**config.mk**
```make
export PLATFORM = sky130hd
export DESIGN_NAME = sint_req_arb
export DESIGN_NICKNAME = d
export VERILOG_FILES = /design/src/rtl/sint_req_arb.sv
export SDC_FILE = /design/constraint.sdc
export NUM_CORES = 1
export LEC_CHECK = 0
export ABC_AREA = 1
export BUFFER_PORTS_ARGS = -buffer_cell sky130_fd_sc_hd__clkbuf_2
export CAP_MARGIN = 40
export CORE_AREA = 8 8 240 242
export DETAILED_ROUTE_END_ITERATION = 10
export DIE_AREA = 0 0 248 250
export GPL_TIMING_DRIVEN = 0
export PLACE_DENSITY = 0.4
export SETUP_SLACK_MARGIN = 0.5
export SLEW_MARGIN = 25
export SYNTH_ARGS = -nofsm -noshare
export SYNTH_HDL_FRONTEND = slang
export SYNTH_SLANG_ARGS = --single-unit
```
**constraint.sdc**
```tcl
create_clock -name clk -period 9.2 [get_ports clk]
set_clock_uncertainty 0.15 [all_clocks]
set_input_delay 0.92 -clock clk [delete_from_list [all_inputs] [get_ports clk]]
set_output_delay 0.92 -clock clk [all_outputs]
set_load 0.02 [all_outputs]
```
**src/rtl/sint_req_arb.sv**
```systemverilog
// rtl/sint_req_arb.sv - weighted round-robin arbiter feeding scene intersection
// Two 2-entry skid FIFOs feed a registered output stage; the winner is picked by burst-limited round robin.
module sint_req_arb #(
    parameter int WIDTH = 64,
    parameter int W0    = 1,
    parameter int W1    = 1
) (
    input  logic             clk,
    input  logic             rst,
    input  logic             en,
    input  logic             us0_valid,
    input  logic [WIDTH-1:0] us0_data,
    output logic             us0_stall,
    input  logic             us1_valid,
    input  logic [WIDTH-1:0] us1_data,
    output logic             us1_stall,
    output logic             ds_valid,
    output logic [WIDTH-1:0] ds_data,
    output logic             ds_src,
    input  logic             ds_stall,
    output logic [1:0]       occ0,
    output logic [1:0]       occ1
);

    localparam logic [3:0] W0_L = 4'(W0);
    localparam logic [3:0] W1_L = 4'(W1);

    logic [WIDTH-1:0] mem_q [2][2];
    logic [WIDTH-1:0] mem_d [2][2];
    logic [1:0]       rd_q, rd_d;
    logic [1:0]       occ_q [2];
    logic [1:0]       occ_d [2];

    logic             ds_valid_q, ds_valid_d;
    logic [WIDTH-1:0] ds_data_q, ds_data_d;
    logic             ds_src_q, ds_src_d;
    logic             cur_q, cur_d;
    logic [3:0]       burst_q, burst_d;

    logic [1:0]       us_valid;
    logic [WIDTH-1:0] us_data [2];
    logic [1:0]       full;
    logic [1:0]       nonempty;
    logic [1:0]       push;
    logic [1:0]       pop;
    logic             load;
    logic             grant;
    logic [3:0]       w_cur;

    assign us_valid   = {us1_valid, us0_valid};
    assign us_data[0] = us0_data;
    assign us_data[1] = us1_data;

    // Backpressure comes only from registered occupancy, never from ds_stall.
    always_comb begin
        for (int n = 0; n < 2; n++) begin
            full[n]     = (occ_q[n] == 2'd2);
            nonempty[n] = (occ_q[n] != 2'd0);
            push[n]     = us_valid[n] & ~full[n];
        end
    end

    always_comb begin
        w_cur = cur_q ? W1_L : W0_L;
        load  = en & (~ds_valid_q | ~ds_stall) & (nonempty[0] | nonempty[1]);
        if (nonempty[0] & nonempty[1]) begin
            grant = (burst_q < w_cur) ? cur_q : ~cur_q;
        end else begin
            grant = nonempty[1];
        end
        pop = 2'b00;
        if (load) begin
            pop[grant] = 1'b1;
        end
    end

    // Write slot is head when empty and the other slot when one word is held.
    always_comb begin
        mem_d = mem_q;
        rd_d  = rd_q;
        occ_d = occ_q;
        for (int n = 0; n < 2; n++) begin
            if (push[n]) begin
                mem_d[n][rd_q[n] ^ occ_q[n][0]] = us_data[n];
            end
            if (pop[n]) begin
                rd_d[n] = ~rd_q[n];
            end
            case ({push[n], pop[n]})
                2'b10:   occ_d[n] = occ_q[n] + 2'd1;
                2'b01:   occ_d[n] = occ_q[n] - 2'd1;
                default: occ_d[n] = occ_q[n];
            endcase
        end
    end

    always_comb begin
        ds_valid_d = ds_valid_q;
        ds_data_d  = ds_data_q;
        ds_src_d   = ds_src_q;
        cur_d      = cur_q;
        burst_d    = burst_q;
        if (load) begin
            ds_valid_d = 1'b1;
            ds_data_d  = mem_q[grant][rd_q[grant]];
            ds_src_d   = grant;
            if (grant == cur_q) begin
                burst_d = (burst_q == 4'hF) ? burst_q : burst_q + 4'd1;
            end else begin
                cur_d   = grant;
                burst_d = 4'd1;
            end
        end else if (ds_valid_q & ~ds_stall) begin
            ds_valid_d = 1'b0;
        end
    end

    always_ff @(posedge clk) begin
        mem_q <= mem_d;
    end

    always_ff @(posedge clk) begin
        if (rst) begin
            rd_q       <= 2'b00;
            occ_q[0]   <= 2'd0;
            occ_q[1]   <= 2'd0;
            ds_valid_q <= 1'b0;
            ds_data_q  <= '0;
            ds_src_q   <= 1'b0;
            cur_q      <= 1'b0;
            burst_q    <= 4'd0;
        end else begin
            rd_q       <= rd_d;
            occ_q      <= occ_d;
            ds_valid_q <= ds_valid_d;
            ds_data_q  <= ds_data_d;
            ds_src_q   <= ds_src_d;
            cur_q      <= cur_d;
            burst_q    <= burst_d;
        end
    end

    assign us0_stall = full[0];
    assign us1_stall = full[1];
    assign occ0      = occ_q[0];
    assign occ1      = occ_q[1];
    assign ds_valid  = ds_valid_q;
    assign ds_data   = ds_data_q;
    assign ds_src    = ds_src_q;

endmodule
```
### Word level (Yosys, flattened, before mapping)

Cells that the tools add are included.

| storage, ports and cells | value |
|---|---|
| input port bits | 134 |
| word-level logic and storage cells | 93 |
| output and inout port bits | 72 |
| register bits | 333 |

| cells by class | value |
|---|---|
| bitwise operators | 22 |
| equal/unequal tests | 9 |
| $lt $le $gt $ge | 9 |
| $add $sub $neg | 5 |
| reduce and logical (&&, ||, !) cells | 10 |
| muxes and demuxes | 25 |

Operators with widths:

| cell | count |
|---|---|
| 128-bit two-way mux | 3 |
| 64-bit two-way mux | 5 |
| 128-bit bitwise mux | 2 |
| 64-bit demux with 1-bit select | 2 |
| 2-bit nonzero test | 5 |
| 2-bit == test, second input constant | 4 |
| 2-bit >= comparator, second input constant | 4 |
| 4-bit two-way mux | 2 |
| 1-bit NOT | 8 |
| 1-bit NOT with 2-bit output | 4 |
| 2-bit one-hot mux with 2 select lines | 2 |
| 1-bit two-way mux | 7 |
| 1-bit bitwise AND | 6 |
| 2-bit by 1-bit adder with 2-bit output, second input constant | 2 |
| 4-bit by 1-bit adder with 4-bit output, second input constant | 1 |
| 2-bit by 1-bit == test with 1-bit output, second input constant | 2 |
| 4-bit == test, second input constant | 1 |
| 2-bit by 1-bit less-than comparator with 1-bit output, second input constant | 2 |
| 4-bit by 1-bit less-than comparator with 1-bit output, second input constant | 1 |
| 2-bit AND reduction | 2 |
| 2-bit by 1-bit subtractor with 2-bit output, second input constant | 2 |
| 1-bit logical AND | 3 |
| 1-bit by 2-bit less-than comparator with 1-bit output, second input constant | 1 |
| 2-bit two-way mux | 1 |
| 6 further kinds | 8 |

### Longest topological paths before layout

Gate-level depths: netlist (run 1).

| logic depth | value |
|---|---|
| depth after elaboration | 10 |
| gate-level depth with buffers | 16 |
| gate-level depth less buffers | 14 |

### Worst setup path before layout (run 1)

Ideal clock, no wire load.

| path | value |
|---|---|
| kind | input -> register |
| start | input port us0_valid |
| end | register mem_q[192] (netlist bit) (enable) |
| arrival time | 3.765 ns |
| library setup time | 0.487 ns |
| buffers on the path | 0 |
| slack | 4.798 ns |
| stages | 2 |
| required time | 8.563 ns |
| path through | o21ai_0 -> nor2_1 |

| between the ends | value |
|---|---|
| word-level cells in the longest chain between the ends | 1 |

Ends and longest elaborated chain:

| item | line | RTL |
|---|---|---|
| start, declared | 11 | `input logic us0_valid,` |
| 1-bit bitwise AND | 59 | `push[n] = us_valid[n] & ~full[n];` |
| end signal, assigned | 119 | `mem_q <= mem_d;` |
| end, declared | 28 | `logic [WIDTH-1:0] mem_q [2][2];` |

No other way between the ends.
A chain may end at the register's enable or synchronous reset.

### Worst setup path in the final report (run 1)

| path | value |
|---|---|
| start | register occ_q, in the netlist occ1[0] |
| end | register occ_q, in the netlist occ0[1] |

| between the ends | value |
|---|---|
| word-level cells in the longest chain between the ends | 10 |
| elaborated cells on any way between the ends | 15 |
| those cells by class | order compare: 2; eq/ne: 2; mux: 5; bitwise: 3; reduce/logical: 3 |

Ends and longest elaborated chain:

| item | line | RTL |
|---|---|---|
| start, declared | 31 | `logic [1:0] occ_q [2];` |
| 2-bit nonzero test * | 58 | `nonempty[n] = (occ_q[n] != 2'd0);` |
| 1-bit bitwise AND | 66 | `if (nonempty[0] & nonempty[1]) begin` |
| 1-bit two-way mux | 66 |  |
| 1-bit by 2-bit less-than comparator with 1-bit output (implied by the code) or 1-bit >= comparator (tied branches) | 73 | `pop[grant] = 1'b1;` |
| 1-bit logical AND (implied by the code) | 73 |  |
| 1-bit two-way mux (implied by the code) | 73 |  |
| 1-bit demux with 1-bit select | 73 |  |
| 2-bit two-way mux * | 72 | `if (load) begin` |
| named net pop[0] | 45 | `logic [1:0] pop;` |
| 2-bit by 1-bit == test with 1-bit output or 2-bit == test (tied branches) | 89 | `case ({push[n], pop[n]})` |
| 2-bit one-hot mux with 2 select lines or 2-bit nonzero test (tied branches) | -- |  |

The timed path passes the listed nets; every way through them passes the cells marked *.

==> metrics.cfg, run 1 <==
[worst_setup_path]
crit_path_start_kind=flop
cp_data_required_time_ns=9.48
path_class=reg -> reg
crit_arrival_ns=3.06
end_kind=flop
path_max_fanout=10

[clock_tree]
tritoncts=yes
cts_inserted_buffers=42
post_cts_resize_count=0
htreeDepth=2
root_buffer=clkbuf_16
clk_pin_slew_worst_paths_ns=0.05
ctsLongestPathBuffers=3
clock_latency_ns=0.55
cts_setup_buffers=0
numClockSinks=333
hold_buffers=0

[flow_run]
cap_violations=0

[synth]
yosysSeqAreaShare=0.693
synth_cell_types=24
syn_area_sq_um=13300
synth_cells=1278
synth_top_area_frac=0.577
yosysTopAreaCell=edfxtp_1
synth_area_leaders=edfxtp_1 58%, nand2_1 17%, dfxtp_1 12%
syn_avg_cell_area_sq_um=10.4
syn_nets=1416
yosysWarnings=0
yosys_register_bits=333

[place]
finalWeightedCongestion=0.740
place_area_sq_um=15600
dp.cells=2192
place_hpwl_um=30400
io_buffer_count=204

[finish]
synthToLayoutAreaGrowth_pct=26.8
final_core_util=0.316
postLayoutCellArea_sq_um=16900
fin_nets=1679
diodes=0
drive_gt1_frac=0.223
final_cell_count_no_fill=2270

[sta]
fmax_ghz=0.359
maxSlewViolCount=0
holdWs_ns=0.313
min_period_ns=2.78
tightest_slew_ns=0.814
hold_viol_final=0
setup_viol=0
max_slew_margin=0.457
rsz0062_at_grt=false
post-route-period-util=0.303
tns_ns=0

[grt]
busiest_layer=met2
antenna_found_initial=1
overflow=0
grt_pass1_wl_um=64000
globalRouteMet2Util=0.232
grt.total_usage=0.138
grt_max_degree=20
grtUsageMet1=0.176
use_met3=0.0303
grt_pass1_vias=10210

[routing]
routedWlPerCell_um=19.1
avgViaCountPerCell=4.26
routed_wl_um=43400
drcViolationCount=0
vias=9676
ant_nets=0
first_iter_violations=490
drt-pass1-iter-count=4

[floorplanning]
fp.dieW_um=248
pin_count=206
die_h_um=250
initial_core_util=0.249
core_sq_um=53500
placementRows=85
die_area_sq_um=62000

[run_status]
status=completed

[min_path]
hp-class=reg -> reg

[power]
peakVddDrop_mv=0.138
power.density_nw_per_um2=415
cellLeakagePower_nw=7.08

-- path summary, 6_finish.rpt --
path,slack [ns],to,depth (start not counted),start
max,6.42,occ0[1]$_SDFFE_PP0P_,13,occ1[0]$_SDFFE_PP0P_
min reg2reg,0.31,ds_data[60]$_SDFFE_PP0P_,2,ds_data[60]$_SDFFE_PP0P_
max reg2reg,6.42,occ0[1]$_SDFFE_PP0P_,13,occ1[0]$_SDFFE_PP0P_
min,0.31,ds_data[60]$_SDFFE_PP0P_,2,ds_data[60]$_SDFFE_PP0P_
-- registers in the layout, indices dropped and copies added (netlist names) --
register / cells
mem_q: 256
occ0: 2
rd_q: 2
ds_src: 1
ds_data: 64
ds_valid: 1
occ1: 2
cur_q: 1
burst_q: 4
-- critical path: stages (launching register included) --
cell and delay, ns:
dfxtp_1 0.32, buf_2 0.19, nor2_2 0.07, nand3_1 0.08, nand3_2 0.18, inv_1 0.32
buf_2 0.38, nand2_1 0.16, inv_1 0.09, ha_1 0.26, a21oi_1 0.13, o21ai_0 0.12
o21ai_0 0.16, a21oi_1 0.05
-- per-stage QoR --
stage          worst slack, ns  power, mW
3_3_place_gp              1.35       5.49
3_5_place_dp              5.91       5.55
2_1_floorplan             4.80       4.30
6_report                  6.42       7.01
5_1_grt                   6.17       7.55
4_1_cts                   6.35       7.17
-- layout by cell type (no fill, tap or decap), types with 2 or more instances in the layout --
cell / synthesis / routed
nand2_1: 591 / 591
edfxtp_1: 256 / 256
clkbuf_2: 0 / 204
nand3_1: 135 / 135
dfxtp_1: 77 / 77
a21oi_1: 74 / 74
clkbuf_16: 0 / 43
buf_2: 38 / 39
clkbuf_1: 15 / 32
inv_1: 18 / 18
nor2_1: 19 / 15
o21ai_0: 12 / 12
buf_4: 11 / 11
buf_6: 10 / 10
buf_12: 0 / 8
clkbuf_8: 0 / 5
buf_16: 0 / 5
nor2_4: 0 / 4
ha_1: 4 / 4
clkinv_2: 0 / 4
buf_1: 3 / 3
clkinvlp_4: 0 / 3
xor2_1: 2 / 2
inv_2: 2 / 2
nand2_4: 2 / 2
xnor2_1: 2 / 2
nand2_2: 2 / 2
bufinv_16: 0 / 2
-- cells by family after synthesis --
kind of cell | synth area share
flip-flops | 0.693
adder cells (fa/ha/maj) | 0.00376
AO/OA/AOI/OAI | 0.0323
buffers and inverters | 0.0396
AND/OR/NAND/NOR | 0.229
XOR/XNOR | 0.00263
-- power by group --
part / total, mW / switching [mW] / internal (mW)
Combinational: 3.06 / 2.12 / 0.946
Clock: 1.58 / 0.621 / 0.960
Sequential: 2.37 / 0.166 / 2.20
Total: 7.01 / 2.90 / 4.11
-- final cells by class --
cell class,count,area [sq um]
Buffer,77,453
Clock buffer,65,1210
Clock inverter,12,124
Fill cell,5525,36600
Inverter,20,75.1
Multi-Input combinational cell,848,3590
Sequential cell,333,9230
Tap cell,696,871
Timing Repair Buffer,219,1340
-- routing by layer --
layer  vias up  share of wire
met5         -        0.00030
met4         2          0.020
met3        55          0.046
met2       191           0.48
met1      4612           0.45
li1       4816              -
-- cells in the mapped netlist (all sizes together) --
cell type and instances:
nand2 595, dfxtp 77, ha 4, clkbuf 15
edfxtp 256, a21oi 74, nand3 137, xnor2 2
inv 20, buf 62, nor3 1, o21ai 12
nor2 20, or2 1, xor2 2
Power figures use the tool's default switching activity.
==> run 2, diff against run 1 <==
--- a/config.mk
+++ b/config.mk
@@ -12,7 +12,7 @@
 export DETAILED_ROUTE_END_ITERATION = 10
 export DIE_AREA = 0 0 248 250
 export GPL_TIMING_DRIVEN = 0
-export PLACE_DENSITY = 0.4
+export PLACE_DENSITY = 0.42
 export SETUP_SLACK_MARGIN = 0.5
 export SLEW_MARGIN = 25
 export SYNTH_ARGS = -nofsm -noshare
==> constraint.sdc (replaced) <==
create_clock -name clk -period 2.45 [get_ports clk]
set_clock_uncertainty 0.15 [all_clocks]
set_input_delay 0.245 -clock clk [delete_from_list [all_inputs] [get_ports clk]]
set_output_delay 0.245 -clock clk [all_outputs]
set_load 0.02 [all_outputs]
==> run 2 against run 1 <==
- combinational power grew to 6.3 times the previous value
- global-route usage grew 1.3 points
- first-iteration DRC count down 0.20%
- highest routed layer unchanged
==> metrics.cfg, run 2 (synthesis gave the netlist of run 1 again) <==
[sta]
fin_ws_ns=0.283  ; was 6.42 ns
rsz0062_at_grt=true  ; was false
tightest_slew_ns=0.829  ; was 0.814 ns
post-route-period-util=0.884  ; was 0.303
maxSlewViolCount=0  ; unchanged
min_period_ns=2.17  ; was 2.78 ns
fmax_ghz=0.462  ; was 0.359 GHz
hold_viol_final=0  ; unchanged
setup_viol=0  ; unchanged
max_slew_margin=0.447  ; was 0.457

[worst_setup_path]
end_kind=flop  ; unchanged
reg2reg_depth=16  ; was 13
timing.rr.end=occ0[1]$_SDFFE_PP0P_  ; unchanged
path_max_fanout=3  ; was 10
cp_data_required_time_ns=2.72  ; was 9.48 ns
regToRegSetupSlack_ns=0.28  ; was 6.42 ns
path_class=reg -> reg  ; unchanged
regToRegStartpoint=burst_q[0]$_SDFFE_PP0P_  ; was occ1[0]$_SDFFE_PP0P_
crit_path_start_kind=flop  ; unchanged
crit_arrival_ns=2.44  ; was 3.06 ns

[min_path]
min_from=us0_valid  ; was ds_data[60]$_SDFFE_PP0P_
hold_end=mem_q[185]$_DFFE_PP_  ; was ds_data[60]$_SDFFE_PP0P_
whs_path_depth=3  ; was 2
hp-class=in -> reg  ; was reg -> reg

[finish]
regMostFlops=mem_q  ; unchanged
fillers=5186  ; was 5,525
largest_register_ff_count=256  ; unchanged
final_common_cell=nand2_1  ; unchanged
ff_latch_area_sq_um=9240  ; was 9230 sq um
fin_nets=1883  ; was 1,679
final_core_util=0.393  ; was 0.316
drive_gt1_frac=0.351  ; was 0.223
final_cell_count_no_fill=2472  ; was 2,270
final_cell_mix=519 x nand2_1, 256 x edfxtp_1, 210 x clkbuf_2  ; was 591 x nand2_1, 256 x edfxtp_1, 204 x clkbuf_2
synthToLayoutAreaGrowth_pct=57.8  ; was 26.8%
multi_input_comb_area_sq_um=4450  ; was 3590 sq um
postLayoutCellArea_sq_um=21000  ; was 16,900 sq um

[run_status]
status=completed  ; unchanged

[grt]
grtUsageMet1=0.193  ; was 0.176
overflow=0  ; unchanged
grt.total_usage=0.151  ; was 0.138
grt_max_degree=21  ; was 20
globalRouteMet2Util=0.257  ; was 0.232
grt_pass1_vias=10809  ; was 10,210
use_met3=0.0308  ; was 0.0303
busiest_layer=met2  ; unchanged
grt_pass1_wl_um=69800  ; was 64,000 um
antenna_found_initial=4  ; was 1

[clock_tree]
ctsLongestPathBuffers=3  ; unchanged
clk_pin_slew_worst_paths_ns=0.06  ; was 0.05 ns
htreeDepth=2  ; unchanged
numClockSinks=333  ; unchanged
root_buffer=clkbuf_16  ; unchanged
cts_inserted_buffers=40  ; was 42
clock_latency_ns=0.54  ; was 0.55 ns
tritoncts=yes  ; unchanged

[place]
dp.cells=2193  ; was 2,192
post-place-ws_ns=-0.155  ; was 5.91 ns
io_buffer_count=204  ; unchanged
place_area_sq_um=15700  ; was 15,600 sq um
finalWeightedCongestion=0.729  ; was 0.740
place_hpwl_um=30200  ; was 30,400 um

[routing]
first_iter_violations=489  ; was 490
avgViaCountPerCell=4.34  ; was 4.26
drt-pass1-iter-count=7  ; was 4
routedWlPerCell_um=19.6  ; was 19.1 um
routed_wl_um=48500  ; was 43,400 um
drcViolationCount=0  ; unchanged
ant_nets=0  ; unchanged
vias=10726  ; was 9,676

[power]
peakVddDrop_mv=0.721  ; was 0.138 mV
fin_total_pwr_mw=34.3  ; was 7.01 mW
cellLeakagePower_nw=8.73  ; was 7.08 nW
power.density_nw_per_um2=1630  ; was 415 nW/um^2

[floorplanning]
pin_count=206  ; unchanged
placementRows=85  ; unchanged
die_area_sq_um=62000  ; unchanged
core_sq_um=53500  ; unchanged
fp.dieW_um=248  ; unchanged
die_h_um=250  ; unchanged
initial_core_util=0.249  ; unchanged

[flow_run]
cap_violations=0  ; unchanged

[run 2: how the worst max path moves through the flow]
stage          slack, ns                    start              endpoint  cells after the start
6_report            0.28  burst_q[0]$_SDFFE_PP0P_  occ0[1]$_SDFFE_PP0P_                     16
5_1_grt             0.18  burst_q[0]$_SDFFE_PP0P_  occ0[1]$_SDFFE_PP0P_                     16
4_1_cts             0.26     occ1[0]$_SDFFE_PP0P_  occ1[1]$_SDFFE_PP0P_                     13
3_5_place_dp       -0.15     occ1[0]$_SDFFE_PP0P_  occ1[1]$_SDFFE_PP0P_                     13
3_3_place_gp       -0.81     occ0[0]$_SDFFE_PP0P_  mem_q[226]$_DFFE_PP_                      3
2_1_floorplan       0.20     occ1[0]$_SDFFE_PP0P_  mem_q[100]$_DFFE_PP_                      4
[run 2: critical path: stages, from the launching register on]
cell and delay [ns]:
dfxtp_2 0.33, inv_2 0.05, ha_4 0.16, nand2_2 0.06, nand2_2 0.06, nand3_4 0.10
nand2_8 0.08, buf_12 0.16, buf_12 0.12, buf_8 0.12, nand2_4 0.06, inv_2 0.04
ha_4 0.21, a21oi_2 0.11, o21ai_2 0.07, o21ai_1 0.11, a21oi_1 0.05
[run 2: cell type report]
cell class / count / share of cell area
clock buffer: 54 / 0.0535
tap: 696 / 0.0414
multi-input combinational: 850 / 0.212
timing repair buffer: 423 / 0.194
sequential: 333 / 0.440
inverter: 20 / 0.00375
clock inverter: 16 / 0.0107
antenna: 3 / 0.000357
buffer: 77 / 0.0450
[run 2: through the flow]
| step | hold WS (ns) | setup TNS (ns) |
|---|---|---|
| after floorplan | 0.194 | 0 |
| after global routing | 0.117 | 0 |
| final | 0.132 | 0 |
| after CTS | 0.0924 | 0 |
| after global placement | 0.287 | -191.17 |
| after detailed placement | 0.290 | -0.227 |
[run 2: timing repair]
| action | in CTS | in global routing |
|---|---|---|
| gates resized for setup | 204 | 163 |
| hold buffers | 129 | 0 |
| pin swaps | 38 | 126 |
| gates cloned | 24 | 7 |
| setup buffers | 35 | 11 |
| endpoints found under the setup margin | 120 | 157 |
| hold endpoints to repair | 257 | 0 |
[run 2: report_power, final]
part / internal, mW / total (mW) / switching [mW]
Combinational: 8.77 / 19.3 / 10.5
Sequential: 8.30 / 9.02 / 0.728
Clock: 3.75 / 6.07 / 2.32
Total: 20.8 / 34.3 / 13.5
[run 2: routing by layer]
metal,wire (um),part of all wire,up-vias
met5,8,0.00017,-
met4,967,0.020,2
met3,2120,0.044,70
met2,23700,0.49,222
met1,21600,0.45,5178
li1,-,-,5254
